## src/rtl/uart_pkg.sv

```systemverilog
// Shared UART definitions: frame geometry, default bit period and the FSM state encoding
// used by both the receiver and the transmitter on the same link.
package uart_pkg;

    localparam int UART_DATA_BITS   = 8;
    localparam int UART_CLK_PER_BIT = 4;
    localparam int UART_CNT_W       = 16;
    localparam int UART_IDX_W       = $clog2(UART_DATA_BITS);

    typedef enum logic [2:0] {
        ST_IDLE    = 3'd0,
        ST_START   = 3'd1,
        ST_DATA    = 3'd2,
        ST_STOP    = 3'd3,
        ST_RECOVER = 3'd4
    } uart_state_t;

endpackage

```

## src/rtl/uart_sync2.sv

```systemverilog
// Two-flop synchroniser for a single asynchronous input; both stages reset to RST_VAL.
// Latency 2 clk; no flow control.
module uart_sync2 #(
    parameter logic RST_VAL = 1'b1
) (
    input  logic clk,
    input  logic rst,
    input  logic d,
    output logic q
);

    logic meta_q;
    logic meta_d;
    logic sync_q;
    logic sync_d;

    always_comb begin
        meta_d = d;
        sync_d = meta_q;
    end

    always_ff @(posedge clk or posedge rst) begin
        if (rst) begin
            meta_q <= RST_VAL;
            sync_q <= RST_VAL;
        end else begin
            meta_q <= meta_d;
            sync_q <= sync_d;
        end
    end

    assign q = sync_q;

endmodule

```

## src/rtl/uart_rx.sv

```systemverilog
// 8N1 UART receiver with mid-bit sampling; byte/frame-error strobes one cycle after the stop sample.
// Latency: HALF+9*CLK_PER_BIT+1 clk from the synchronised start edge; no backpressure (unread bytes are overwritten).
module uart_rx
    import uart_pkg::*;
#(
    parameter int CLK_PER_BIT = UART_CLK_PER_BIT
) (
    input  logic                      clk,
    input  logic                      rst,
    input  logic                      rx,
    output logic [UART_DATA_BITS-1:0] data_out,
    output logic                      valid,
    output logic                      frame_err,
    output logic                      busy
);

    localparam logic [UART_CNT_W-1:0] HALF_M1 = UART_CNT_W'(CLK_PER_BIT / 2 - 1);
    localparam logic [UART_CNT_W-1:0] BIT_M1  = UART_CNT_W'(CLK_PER_BIT - 1);
    localparam logic [UART_IDX_W-1:0] LAST_IX = UART_IDX_W'(UART_DATA_BITS - 1);

    logic rx_s;

    uart_state_t               state_q, state_d;
    logic [UART_CNT_W-1:0]     count_q, count_d;
    logic [UART_IDX_W-1:0]     index_q, index_d;
    logic [UART_DATA_BITS-1:0] shift_q, shift_d;
    logic [UART_DATA_BITS-1:0] data_q,  data_d;
    logic                      valid_q, valid_d;
    logic                      ferr_q,  ferr_d;
    logic                      armed_q, armed_d;
    logic [1:0]                settle_q, settle_d;

    uart_sync2 #(
        .RST_VAL (1'b1)
    ) u_sync (
        .clk (clk),
        .rst (rst),
        .d   (rx),
        .q   (rx_s)
    );

    always_comb begin
        state_d  = state_q;
        count_d  = count_q;
        index_d  = index_q;
        shift_d  = shift_q;
        data_d   = data_q;
        valid_d  = 1'b0;
        ferr_d   = 1'b0;
        // The synchroniser's reset value of 1 is not a real line observation, so arming
        // waits until both stages have been refilled from rx.
        settle_d = {settle_q[0], 1'b1};
        armed_d  = armed_q | (settle_q[1] & rx_s);

        case (state_q)
            ST_IDLE: begin
                count_d = '0;
                index_d = '0;
                if (armed_q && !rx_s) begin
                    state_d = ST_START;
                end
            end

            ST_START: begin
                if (count_q == HALF_M1) begin
                    count_d = '0;
                    state_d = rx_s ? ST_IDLE : ST_DATA;
                end else begin
                    count_d = count_q + 1'b1;
                end
            end

            ST_DATA: begin
                if (count_q == BIT_M1) begin
                    count_d          = '0;
                    shift_d[index_q] = rx_s;
                    if (index_q == LAST_IX) begin
                        state_d = ST_STOP;
                    end else begin
                        index_d = index_q + 1'b1;
                    end
                end else begin
                    count_d = count_q + 1'b1;
                end
            end

            ST_STOP: begin
                if (count_q == BIT_M1) begin
                    count_d = '0;
                    if (rx_s) begin
                        data_d  = shift_q;
                        valid_d = 1'b1;
                        state_d = ST_IDLE;
                    end else begin
                        ferr_d  = 1'b1;
                        state_d = ST_RECOVER;
                    end
                end else begin
                    count_d = count_q + 1'b1;
                end
            end

            // A held-low or break line parks here so it reports a single frame error.
            ST_RECOVER: begin
                count_d = '0;
                if (rx_s) begin
                    state_d = ST_IDLE;
                end
            end

            default: begin
                state_d = ST_IDLE;
                count_d = '0;
                index_d = '0;
            end
        endcase
    end

    always_ff @(posedge clk or posedge rst) begin
        if (rst) begin
            state_q  <= ST_IDLE;
            count_q  <= '0;
            index_q  <= '0;
            shift_q  <= '0;
            data_q   <= '0;
            valid_q  <= 1'b0;
            ferr_q   <= 1'b0;
            armed_q  <= 1'b0;
            settle_q <= 2'b00;
        end else begin
            state_q  <= state_d;
            count_q  <= count_d;
            index_q  <= index_d;
            shift_q  <= shift_d;
            data_q   <= data_d;
            valid_q  <= valid_d;
            ferr_q   <= ferr_d;
            armed_q  <= armed_d;
            settle_q <= settle_d;
        end
    end

    assign data_out  = data_q;
    assign valid     = valid_q;
    assign frame_err = ferr_q;
    assign busy      = (state_q != ST_IDLE);

endmodule

```

## config.mk

```make
export PLATFORM = sky130hd
export DESIGN_NAME = uart_rx
export DESIGN_NICKNAME = d
export VERILOG_FILES = /design/src/rtl/uart_pkg.sv /design/src/rtl/uart_sync2.sv /design/src/rtl/uart_rx.sv
export SDC_FILE = /design/constraint.sdc
export NUM_CORES = 1
export LEC_CHECK = 0
export ABC_AREA = 1
export CAP_MARGIN = 20
export CORE_MARGIN = 2
export CORE_UTILIZATION = 41
export CTS_BUF_LIST = sky130_fd_sc_hd__clkbuf_8
export DETAILED_ROUTE_END_ITERATION = 16
export DONT_BUFFER_PORTS = 1
export PLACE_DENSITY = 0.63
export SLEW_MARGIN = 20
export SYNTH_ARGS = -nofsm -noshare
export SYNTH_HDL_FRONTEND = slang
export SYNTH_SLANG_ARGS = --single-unit
```

## constraint.sdc

```tcl
create_clock -name clk -period 3 [get_ports clk]
set_input_delay 0.6 -clock clk [delete_from_list [all_inputs] [get_ports clk]]
set_output_delay 0.6 -clock clk [all_outputs]
set_load 0.02 [all_outputs]
```

* Yosys cells after proc, flatten, opt, wreduce, memory -nomap -nowiden
Index checks and enable logic that the tools add are counted. Widths: inputs -> output; s select.
Storage, ports and cells: bits of input ports 3, register bits 45, output and inout bits 11, logic and storage cells 67
Cells by class: order comparisons 2, mux-type cells 24, bitwise logic cells 3, $add $sub $neg 2, equal/unequal tests 14, reductions and logical operators 11
Operators with widths (number):
- $mux 16 | 2
- $pmux 16 s2 | 1
- $mux 3 | 9
- $add 16x1->16 const B | 1
- $eq 16x1->1 const B | 1
- $eq 16x2->1 const B | 1
- $pmux 3 s5 | 1
- $ne 2x2->1 const B | 6
- $bwmux 8 | 1
- $mux 1 | 7
- $eq 3x2->1 const B | 2
- $eq 3x3->1 const B | 2
- $pmux 3 s2 | 1
- $reduce_and 3->1 | 2
- $reduce_and 6->1 | 1
- $lt 3x4->1 const B | 1
- $add 3x1->3 const B | 1
- $demux 1 s3 | 1
- $eq 3x1->1 const B | 1
- $ge 3x1->1 const B | 1
- $logic_not 3->1 | 1
- $reduce_bool 3->1 | 1
- $reduce_or 3->1 | 1
- $logic_and 1x1->1 | 2
- 8 further kinds | 8

* Longest topological paths before layout
Gate-level depths: netlist of run 1.
depth after elaboration 5, depth in mapped cells 10, mapped depth without buffers 9

* Modules after synthesis
From an unflattened synthesis of run 1, not the netlist that was laid out.
Unflattened totals: cell total of the unflattened synthesis 258, area, all modules 2155.8 sq um
By module, submodules not included:
- uart_rx | cells an instance 255, instances 1, seq. area each 1076.0 sq um, area an instance 2099.5 sq um
- uart_sync2 | cells an instance 3, instances 1, seq. area each 52.6 sq um, area an instance 56.3 sq um

* Least setup slack after synthesis of run 1
OpenSTA, ideal clock, no wires.
path type reg2reg, start point register count_q[0], end point register count_q[0], slack 1.577 ns, buffers on the path 1, data required time 2.880 ns, clock period less this slack 1.423 ns, setup time 0.120 ns, arrival time 1.303 ns, stages on the path, launching flop included 10, path through dfrtp_1 -> ha_1 -> nand2_1 -> nor2_4 -> nand2_4 -> nand2_4 -> nand2_2 -> inv_4 -> buf_8 -> nor2_1
On the way: cells in the longest elaborated chain, start to end 3, elaborated cells between the ends (all ways) 6, classes of those cells add/sub (1); eq/ne (2); mux (3)
Ends and longest elaborated chain:
- start, declared | line uart_rx.sv:24 | logic [UART_CNT_W-1:0] count_q, count_d;
- start signal, assigned | line uart_rx.sv:132 | count_q <= count_d;
- $add 16x1->16, or another cell as far along | line uart_rx.sv:69, uart_rx.sv:83, uart_rx.sv:99
- $mux 16, on equally long branches | line uart_rx.sv:74, uart_rx.sv:88, uart_rx.sv:65
- $pmux 16 s2 (*) | line uart_rx.sv:55 | case (state_q)
- net count_d[0] | line uart_rx.sv:24
The timed path passes the listed nets; every way through them passes the cells marked *. A chain may end at the register's enable or synchronous reset.

* Worst setup path in the final report of run 1
start point register state_q[2], end point output port busy
On the way: cells in the longest elaborated chain, start to end 1
Ends and longest elaborated chain:
- start, declared | line uart_rx.sv:23 | uart_state_t state_q, state_d;
- start signal, assigned | line uart_rx.sv:131 | state_q <= state_d;
- $reduce_bool 3->1 | line uart_rx.sv:146 | assign busy = (state_q != ST_IDLE);
- end, declared | line uart_rx.sv:14 | output logic busy
No other way between the ends.

==> results of run 1 <==
cell type report:
type / instances / share of cell area
inverter: 17 / 0.0286
clock inverter: 3 / 0.0196
sequential: 45 / 0.477
clock buffer: 5 / 0.0291
multi-input combinational: 188 / 0.408
tap: 70 / 0.0370
cell families (layout without fill, tap and decap cells):
family / Yosys count / after routing
other: 1 / 1
AO/OA/AOI/OAI: 18 / 18
AND/OR/NAND/NOR: 154 / 154
adder cells (fa/ha/maj): 4 / 4
buffers and inverters: 19 / 25
flip-flops: 45 / 45
XOR/XNOR: 11 / 11
Yosys cell counts:
library cell,number,area [um^2]
o21ai_1,8,40.0
a21oi_1,1,5.00
ha_1,4,50.1
clkinv_2,1,5.00
buf_8,1,15.0
nor2_2,14,87.6
inv_4,1,6.26
xnor2_1,5,43.8
nand2_1,82,308
a21o_1,1,7.51
dfstp_2,2,52.6
inv_2,3,11.3
o21ai_0,6,30.0
nor3_1,4,20.0
dfrtp_1,43,1080
nand4_1,5,31.3
nor3_2,2,20.0
o21bai_1,2,15.0
nand2_4,2,22.5
nor2_4,3,33.8
nand4_4,1,21.3
conb_1,1,3.75
nand2_2,5,31.3
xor2_1,6,52.6
nor2_1,30,113
nand3_1,6,30.0
buf_2,1,5.00
inv_1,12,45.0
metal layers:
metal / up-vias / part of all wire / global-route usage / routed length (um)
met3: 5 / 0.038 / 0.0388 / 137
met4: 0 / 0.014 / 0.0564 / 51
met2: 20 / 0.43 / 0.200 / 1550
li1: 804 / - / - / -
met1: 698 / 0.52 / 0.187 / 1860
met5: - / 0 / 0 / 0
flip-flops by register name, indices dropped and copies added, names as in the netlist:
| signal | cells |
|---|---|
| count_q | 16 |
| data_out | 8 |
| shift_q | 8 |
| index_q | 3 |
| state_q | 3 |
| settle_q | 2 |
| armed_q | 1 |
| frame_err | 1 |
| u_sync.meta_q | 1 |
| u_sync.q | 1 |
| valid | 1 |
power by group:
part	switching, W	internal, W	total [W]
combinational	0.000279	0.000110	0.000389
sequential	0.0000526	0.000650	0.000703
clock	0.000214	0.000249	0.000463
total	0.000545	0.00101	0.00155
path summary, 6_finish.rpt:
kind	from	end	slack, ns
min reg2reg	settle_q[0]	settle_q[1]	0.36
min in group asynchronous	rst	data_out[1]	0.37
max in group asynchronous	rst	count_q[10]	2.06
min	rx	u_sync.meta_q	0.29
max	state_q[2]	busy	1.23
max reg2reg	count_q[0]	count_q[9]	1.48
critical path: stages (launching register included):
cell     delay (ns)
dfrtp_1        0.48
nor2_2         0.21
nand2_1        0.18
through the flow:
stage	instance area, um^2	util	hold slack [ns]
6_report	2360	0.463	0.292
5_1_grt	2360	0.463	0.276
4_1_cts	2360	0.463	0.284
3_5_place_dp	2250	0.440	0.343
3_3_place_gp	2250	0.440	0.333
2_1_floorplan	2180	-	0.331
cells in the final DEF, fill, tap and decap left out, drive strengths merged, types with 5 or more instances in the layout:
master and instances:
dfrtp 43, nand2 89, clkbuf 5, xnor2 5, nand3 6, o21ai 14
nor3 6, nor2 47, inv 16, xor2 6, nand4 6
==> results.txt, run 1 <==
status: completed
setup ws final: 1.23 ns
multi-input combinational cell area: 966 um^2
CTS root buffer: clkbuf_8
fraction of the mapped netlist area in adder cells: 0.0229
clk slew on worst S/H paths: 0.09 ns
Peak VDD IR: 0.449 mV
Final Cycle Share: 0.591
Mapped Area: 0.00218 mm^2
Congestion Overflow GR: 0
DRC viols: 0
first-pass iteration count of the detailed router: 4
syn avg cell area: 8.66 um^2
r2r worst-path depth: 8
crit path time final: 1.77 ns
final setup TNS: 0 ns
Pwr Total: 0.00155 W
largest family of logic cells by synthesized area: simple AND/OR/NAND/NOR gates
mux contribution to synthesized area: 0
Post-Synth Simple-Gate Area: 0.329
Die Wd: 77.0 um
Synth Area in Compound Gates: 0.0447
Chip Height: 77.0 um
Final Hold Viols: 0
total track usage: 0.135
syn nets: 259
CTS Sinks: 45
vias per cell: 4.66
dpl ws: 1.46 ns
layout overhead on the synthesized area: 8.37%
first-pass GRT wire length: 6360 um
H-tree Lvls: 2
buffers added on ports: 0
DIE AREA: 0.00592 mm^2
RSZ-0062 raised after global routing: false
Worst-Margin Slew: 0.904 ns
Detailed Place HPWL: 2610 um
post-DR wirelength/cell: 11.0 um
Slew HR: 0.396
share of the yosys chip area belonging to registers: 0.517
Fill cells: 521
Starting Density: 0.427
worst skew pair latency: 0.30 ns
Hold Crit Depth: 0
Cells after DPL: 320
Clock Path Buffers: 2
largest net degree at the start of global routing: 46
share of post-route cells with drive strength above 1: 0.167
library cells used by synthesis: 28
f_max: 564 MHz
CTS tree: built
critical path launch point type: flip-flop
initial antenna violation count: 0
Post-Layout Cell Count: 328
I/O pin count: 14
number of global-route vias before repair: 1,451
setup violators final: 0
Synth Area in XOR/XNOR: 0.0442
Yosys warnings: 0
Num CTS Buffers: 5
Worst Path Arrival: 1.17 ns
kind of critical path: reg2out
Hold Path Class: in2reg
core footprint: 0.00511 mm^2
Setup Buffers After CTS: 0
routed wire length: 3600 um
Hold Buf Count CTS: 0
Register Area: 0.00113 mm^2
CP Max Fanout: 6
CTS resizes: 0
first-iteration detailed-routing DRC count: 75
power per cell area: 658 mW/mm^2
CP required: 2.40 ns
antenna-violating nets left: 0
clock skew: 0.00639 ns
Slew Limit Fails: 0
Max-Cap Viols: 0
Syn Inst Count: 252
#FFs+latches synth: 45
Vias: 1,527
Pleak: 1.09 nW
Antenna Cells: 0
CP Capture Type: output pin
nets: 264
Final Wtd Congestion: 0.808
Site Rows: 26
No activity file was read; power rests on OpenSTA's default activity.
==> run 2: changes to the inputs <==
--- a/config.mk
+++ b/config.mk
@@ -5,7 +5,7 @@
 export SDC_FILE = /design/constraint.sdc
 export NUM_CORES = 1
 export LEC_CHECK = 0
-export ABC_AREA = 1
+export ABC_AREA = 0
 export CAP_MARGIN = 20
 export CORE_MARGIN = 2
 export CORE_UTILIZATION = 41
==> constraint.sdc (replaced) <==
create_clock -name clk -period 1.85 [get_ports clk]
set_input_delay 0.37 -clock clk [delete_from_list [all_inputs] [get_ports clk]]
set_output_delay 0.37 -clock clk [all_outputs]
set_load 0.02 [all_outputs]
==> run 2 against run 1 <==
Utilization up 5.3 points. Sequential share of layout area decreased by 5.7 points. First-iteration DRC count is 45% higher. Highest routed layer unchanged. Cell count down 6.1%.
==> results.txt, run 2 <==
status: completed (unchanged)
Post-synth ARST share: 1.00 (unchanged)
hold slack: 0.0564 ns (was 0.292 ns)
share of the yosys chip area belonging to registers: 0.503 (was 0.517)
Max-Cap Viols: 0 (unchanged)
CP Max Fanout: 7 (was 6)
Worst Hold End: u_sync.meta_q (unchanged)
Register Area: 0.00113 mm^2 (unchanged)
antenna-violating nets left: 0 (unchanged)
most frequent cells after synthesis: dfrtp_1, a21oi_1, nand3_1 (was nand2_1, dfrtp_1, nor2_1)
Final Wtd Congestion: 0.758 (was 0.808)
library cells used by synthesis: 37 (was 28)
I/O pin count: 14 (unchanged)
setup violators final: 0 (unchanged)
FF-to-FF setup slack: 0.10 ns (was 1.48 ns)
initial antenna violation count: 0 (unchanged)
CTS root buffer: clkbuf_8 (unchanged)
critical path's slowest cell: dfrtp_1 (unchanged)
worst skew pair latency: 0.30 ns (about the same)
multi-input combinational cell area: 0.00106 mm^2 (was 966 um^2)
Die Wd: 78.0 um (was 77.0 um)
DRC viols: 0 (unchanged)
Mapped Area: 0.00224 mm^2 (was 0.00218 mm^2)
H-tree Lvls: 2 (unchanged)
Clock Path Buffers: 2 (unchanged)
dpl ws: 0.0905 ns (was 1.46 ns)
Most used DFF post-synth: dfrtp_1 (unchanged)
first-pass GRT wire length: 7730 um (was 6360 um)
Final Hold Viols: 0 (unchanged)
first-pass iteration count of the detailed router: 4 (unchanged)
most frequent cells in the layout: dfrtp_1, buf_4, a21oi_1 (was nand2_1, dfrtp_1, nor2_1)
RSZ-0062 raised after global routing: false (unchanged)
hold path startpoint: rx (unchanged)
kind of critical path: reg2reg (was reg2out)
Detailed Place HPWL: 3240 um (was 2610 um)
buffers added on ports: 0 (unchanged)
Hold Path Class: in2reg (unchanged)
FF-to-FF End: state_q[1] (was count_q[9])
Worst Path Arrival: 1.94 ns (was 1.17 ns)
CP required: 2.05 ns (was 2.40 ns)
Num CTS Buffers: 5 (unchanged)
area leader, netlist: dfrtp_1 (unchanged)
reg2reg start: count_q[6] (was count_q[0])
Pleak: 1.12 nW (was 1.09 nW)
Syn Inst Count: 212 (was 252)
max reg flops: 16 (unchanged)
Vias: 1,660 (was 1,527)
Chip Height: 78.0 um (was 77.0 um)
power per cell area: 1090 mW/mm^2 (was 658 mW/mm^2)
CP Capture Type: flip-flop (was output pin)
top-count cell post-synth: dfrtp_1 (was nand2_1)
Slew Limit Fails: 0 (unchanged)
Starting Density: 0.431 (was 0.427)
routed wire length: 4450 um (was 3600 um)
EDFF count, synth: 0 (unchanged)
Site Rows: 26 (unchanged)
synth top area cells: dfrtp_1, mux2_4, xnor2_1 (was dfrtp_1, nand2_1, nor2_1)
share of post-route cells with drive strength above 1: 0.231 (was 0.167)
r2r worst-path depth: 5 (was 8)
total track usage: 0.161 (was 0.135)
setup ws final: 0.102 ns (was 1.23 ns)
final setup TNS: 0 ns (unchanged)
Peak VDD IR: 0.354 mV (was 0.449 mV)
number of global-route vias before repair: 1,596 (was 1,451)
f_max: 572 MHz
first-iteration detailed-routing DRC count: 109 (was 75)
Congestion Overflow GR: 0 (unchanged)
largest net degree at the start of global routing: 28 (was 46)
core footprint: 0.00520 mm^2 (was 0.00511 mm^2)
CTS Sinks: 45 (unchanged)
Fill cells: 473 (was 521)
layout overhead on the synthesized area: 19.9% (was 8.37%)
Final Cycle Share: 0.945
clk slew on worst S/H paths: 0.09 ns (about the same)
critical path's largest stage delay: 0.44 ns (was 0.48 ns)
#FFs+latches synth: 45 (unchanged)
clock skew: 0.00923 ns (was 0.00639 ns)
Biggest register: count_q (unchanged)
syn nets: 219 (was 259)
critical path launch point type: flip-flop (unchanged)
fin util: 0.516 (was 0.463)
DIE AREA: 0.00608 mm^2 (was 0.00592 mm^2)
Yosys warnings: 0 (unchanged)
nets: 244 (was 264)
post-DR wirelength/cell: 14.4 um (was 11.0 um)
Pwr Total: 0.00292 W (was 0.00155 W)
crit path time final: 1.75 ns
Antenna Cells: 0 (unchanged)
Synth top area share: 0.480 (was 0.493)
vias per cell: 5.39 (was 4.66)
leading cell type in the layout, fill and taps excluded: dfrtp_1 (was nand2_1)
CTS tree: built (unchanged)
CP Cell Sequence: nor4_4 > buf_4 > nand4_1 > a22o_1 > and3_1 (was nor2_2 > nand2_1)
Hold Crit Depth: 0 (unchanged)
syn avg cell area: 10.6 um^2 (was 8.66 um^2)
## run 2: worst max-delay path by stage
stage	cells after the start	slack (ns)	start	end
2_1_floorplan	4	-0.07	count_q[3]	data_out[0]
3_3_place_gp	5	0.12	count_q[6]	data_out[2]
3_5_place_dp	5	0.09	count_q[6]	data_out[0]
4_1_cts	5	0.08	count_q[6]	data_out[0]
5_1_grt	6	0.01	count_q[1]	count_q[12]
6_report	5	0.10	count_q[6]	state_q[1]
## run 2: area by class of cell
cell class              instances  share of cell area
inverters                       6             0.00838
clock buffers                   5              0.0256
multi-input cells             150               0.396
well taps                      70              0.0326
repair buffers                 29               0.101
flip-flops and latches         45               0.420
clock inverters                 3              0.0172
## run 2: cells by family (layout without fill, tap and decap cells)
kind of cell             after synthesis  in the layout  share of synthesized area
adder cells (fa/ha/maj)                4              4                     0.0223
AO/OA/AOI/OAI                         42             42                      0.110
XOR/XNOR                              15             15                     0.0586
other                                  1              1                    0.00167
flip-flops                            45             45                      0.503
AND/OR/NAND/NOR                       80             80                      0.220
buffers and inverters                 17             43                     0.0301
multiplexers                           8              8                     0.0536
## run 2: timing repair
| action | 4_1_cts | 5_1_grt |
|---|---|---|
| setup buffers | 0 | 2 |
| hold buffers | 1 | 0 |
| setup endpoints to repair | 0 | 18 |
| hold endpoints to repair | 18 | 0 |
| resized for setup | 0 | 3 |
## run 2: routing by layer
layer	vias up	global-route usage	part of all wire
met5	-	0	0
met4	0	0.0421	0.012
met3	4	0.0430	0.038
met2	31	0.245	0.45
met1	799	0.229	0.50
li1	826	-	-
## run 2: power by group
| part | internal, W | switching, W | total, W |
|---|---|---|---|
| clock | 0.000404 | 0.000346 | 0.000751 |
| combinational | 0.000428 | 0.000466 | 0.000894 |
| sequential | 0.00114 | 0.000132 | 0.00127 |
| total | 0.00197 | 0.000944 | 0.00292 |
## run 2: critical path: cells and delay by family (launching register included)
| family | cells | cell delay (ns) |
|---|---|---|
| flops | 1 | 0.44 |
| buf+inv | 1 | 0.21 |
| compound gates | 1 | 0.30 |
| simple gates | 3 | 0.70 |
## run 2: per-stage QoR
| step | cell area [um^2] | instances |
|---|---|---|
| 6_report | 2690 | 308 |
| 5_1_grt | 2690 | 308 |
| 4_1_cts | 2660 | 306 |
| 3_5_place_dp | 2530 | 297 |
| 3_3_place_gp | 2530 | 297 |
| 2_1_floorplan | 2240 | 212 |
==> run 3: changes to the inputs <==
--- a/config.mk
+++ b/config.mk
@@ -7,12 +7,15 @@
 export LEC_CHECK = 0
 export ABC_AREA = 0
 export CAP_MARGIN = 20
+export CELL_PAD_IN_SITES_DETAIL_PLACEMENT = 1
+export CELL_PAD_IN_SITES_GLOBAL_PLACEMENT = 1
+export CORE_ASPECT_RATIO = 2
 export CORE_MARGIN = 2
 export CORE_UTILIZATION = 41
 export CTS_BUF_LIST = sky130_fd_sc_hd__clkbuf_8
 export DETAILED_ROUTE_END_ITERATION = 16
 export DONT_BUFFER_PORTS = 1
-export PLACE_DENSITY = 0.63
+export PLACE_DENSITY = 0.74
 export SLEW_MARGIN = 20
 export SYNTH_ARGS = -nofsm -noshare
 export SYNTH_HDL_FRONTEND = slang
==> run 3 against run 2 <==
Non-clock buffer count up 9. Via count up 8.6%. Clock power down 15%. Die area up 0.59%. Critical path type unchanged. Critical endpoint is now count_q[10]. Largest power group unchanged. Highest routed layer unchanged.
==> results.txt, run 3 (synthesized netlist as in run 2, its figures left out) <==
Worst Path Arrival: 2.02 ns (was 1.94 ns)
Die Wd: 56.3 um (was 78.0 um)
Congestion Overflow GR: 0 (unchanged)
layout overhead on the synthesized area: 22.9% (was 19.9%)
DRC viols: 0 (unchanged)
Starting Density: 0.417 (was 0.431)
vias per cell: 5.87 (was 5.39)
critical path launch point type: flip-flop (unchanged)
first-iteration detailed-routing DRC count: 44 (was 109)
buffers added on ports: 0 (unchanged)
antenna-violating nets left: 0 (unchanged)
max reg flops: 16 (unchanged)
DIE AREA: 0.00611 mm^2 (was 0.00608 mm^2)
Worst path top cell family by delay: simple AND/OR/NAND/NOR gates (unchanged)
number of global-route vias before repair: 1,833 (was 1,596)
CP Max Fanout: 8 (was 7)
CP Cell Sequence: nor4_4 > buf_4 > nand4_1 > nand2_2 > clkbuf_16 > a21oi_1 (was nor4_4 > buf_4 > nand4_1 > a22o_1 > and3_1)
Final Cycle Share: 0.993 (was 0.945)
crit path time final: 1.84 ns (was 1.75 ns)
critical path's slowest cell: dfrtp_1 (unchanged)
Num CTS Buffers: 5 (unchanged)
Final Hold Viols: 0 (unchanged)
Biggest register: count_q (unchanged)
leading cell type in the layout, fill and taps excluded: dfrtp_1 (unchanged)
initial antenna violation count: 0 (unchanged)
CP required: 2.03 ns (was 2.05 ns)
nets: 253 (was 244)
Slew Limit Fails: 0 (unchanged)
Hold Path Class: in2reg (unchanged)
Vias: 1,802 (was 1,660)
hold slack: 0.0478 ns (was 0.0564 ns)
total track usage: 0.195 (was 0.161)
Crit path buffers/inverters: 2 (was 1)
critical path's largest stage delay: 0.42 ns (was 0.44 ns)
Peak VDD IR: 0.741 mV (was 0.354 mV)
I/O pin count: 14 (unchanged)
post-DR wirelength/cell: 19.4 um (was 14.4 um)
CTS root buffer: clkbuf_8 (unchanged)
RSZ-0062 raised after global routing: true (was false)
routed wire length: 5940 um (was 4450 um)
CTS Sinks: 45 (unchanged)
Site Rows: 38 (was 26)
most frequent cells in the layout: dfrtp_1, buf_4, nand3_1 (was dfrtp_1, buf_4, a21oi_1)
setup violators final: 0 (unchanged)
clock skew: 0.00689 ns (was 0.00923 ns)
status: completed (unchanged)
share of post-route cells with drive strength above 1: 0.287 (was 0.231)
Final Wtd Congestion: 0.837 (was 0.758)
Max-Cap Viols: 0 (unchanged)
core footprint: 0.00537 mm^2 (was 0.00520 mm^2)
Antenna Cells: 0 (unchanged)
f_max: 544 MHz (was 572 MHz)
Pleak: 1.16 nW (was 1.12 nW)
first-pass GRT wire length: 8910 um (was 7730 um)
final setup TNS: 0 ns (unchanged)
CP Capture Type: flip-flop (unchanged)
Detailed Place HPWL: 4130 um (was 3240 um)
kind of critical path: reg2reg (unchanged)
power per cell area: 1090 mW/mm^2 (about the same)
clk slew on worst S/H paths: 0.08 ns (was 0.09 ns)
H-tree Lvls: 2 (unchanged)
CTS tree: built (unchanged)
Clock Path Buffers: 2 (unchanged)
worst skew pair latency: 0.31 ns (was 0.30 ns)
first-pass iteration count of the detailed router: 4 (unchanged)
largest net degree at the start of global routing: 26 (was 28)
Chip Height: 109 um (was 78.0 um)
==> run 3: stage by stage <==
| stage | utilization | worst slack [ns] | instances | instance area [um^2] | power (W) |
|---|---|---|---|---|---|
| after floorplan | - | -0.0656 | 212 | 2240 | 0.00184 |
| after global placement | 0.473 | 0.105 | 292 | 2540 | 0.00218 |
| after detailed placement | 0.473 | 0.0618 | 292 | 2540 | 0.00223 |
| after CTS | 0.493 | 0.0571 | 301 | 2650 | 0.00288 |
| after global routing | 0.513 | -0.109 | 307 | 2760 | 0.00315 |
| final | 0.513 | 0.0121 | 307 | 2760 | 0.00299 |
==> run 3: layer usage <==
metal,track usage,share of wire
met5,0,0
met4,0.107,0.045
met3,0.0359,0.022
met2,0.384,0.60
met1,0.181,0.33
==> run 3: worst paths after layout <==
check	from	end	slack, ns	cells after the start
max	count_q[5]	count_q[10]	0.01	6
min	rx	u_sync.meta_q	0.05	0
max reg2reg	count_q[5]	count_q[10]	0.01	6
min reg2reg	settle_q[0]	settle_q[1]	0.36	0
max in group asynchronous	rst	u_sync.q	0.77	3
min in group asynchronous	rst	data_out[5]	0.51	2
==> run 3: layout make-up <==
class | instances | area, um^2
sequential | 45 | 1130
tap | 60 | 75.1
fill | 594 | 2620
clock buffer | 6 | 82.6
clock inverter | 2 | 11.3
inverter | 6 | 22.5
timing repair buffer | 38 | 343
multi-input combinational | 150 | 1090
==> run 3: timing repair <==
item / 4_1_cts / 5_1_grt
buffers inserted: 0 / 5
endpoints found under the hold margin: 19 / 0
setup endpoints to repair: 0 / 33
resized for setup: 0 / 11
hold buffers: 1 / 0
==> run 3: where the power goes <==
group          total (W)  switching, W  internal [W]  leakage [nW]
Combinational    0.00109      0.000574      0.000513         0.517
Clock           0.000635      0.000337      0.000298        0.0486
Sequential       0.00127      0.000132       0.00114         0.591
Total            0.00299       0.00104       0.00195          1.16
==> run 3: worst reg2reg max path, cell delays in order, from the launching register on <==
cell and delay [ns]:
dfrtp_1 0.42, nor4_4 0.34, buf_4 0.20, nand4_1 0.26, nand2_2 0.24, clkbuf_16 0.18
a21oi_1 0.08
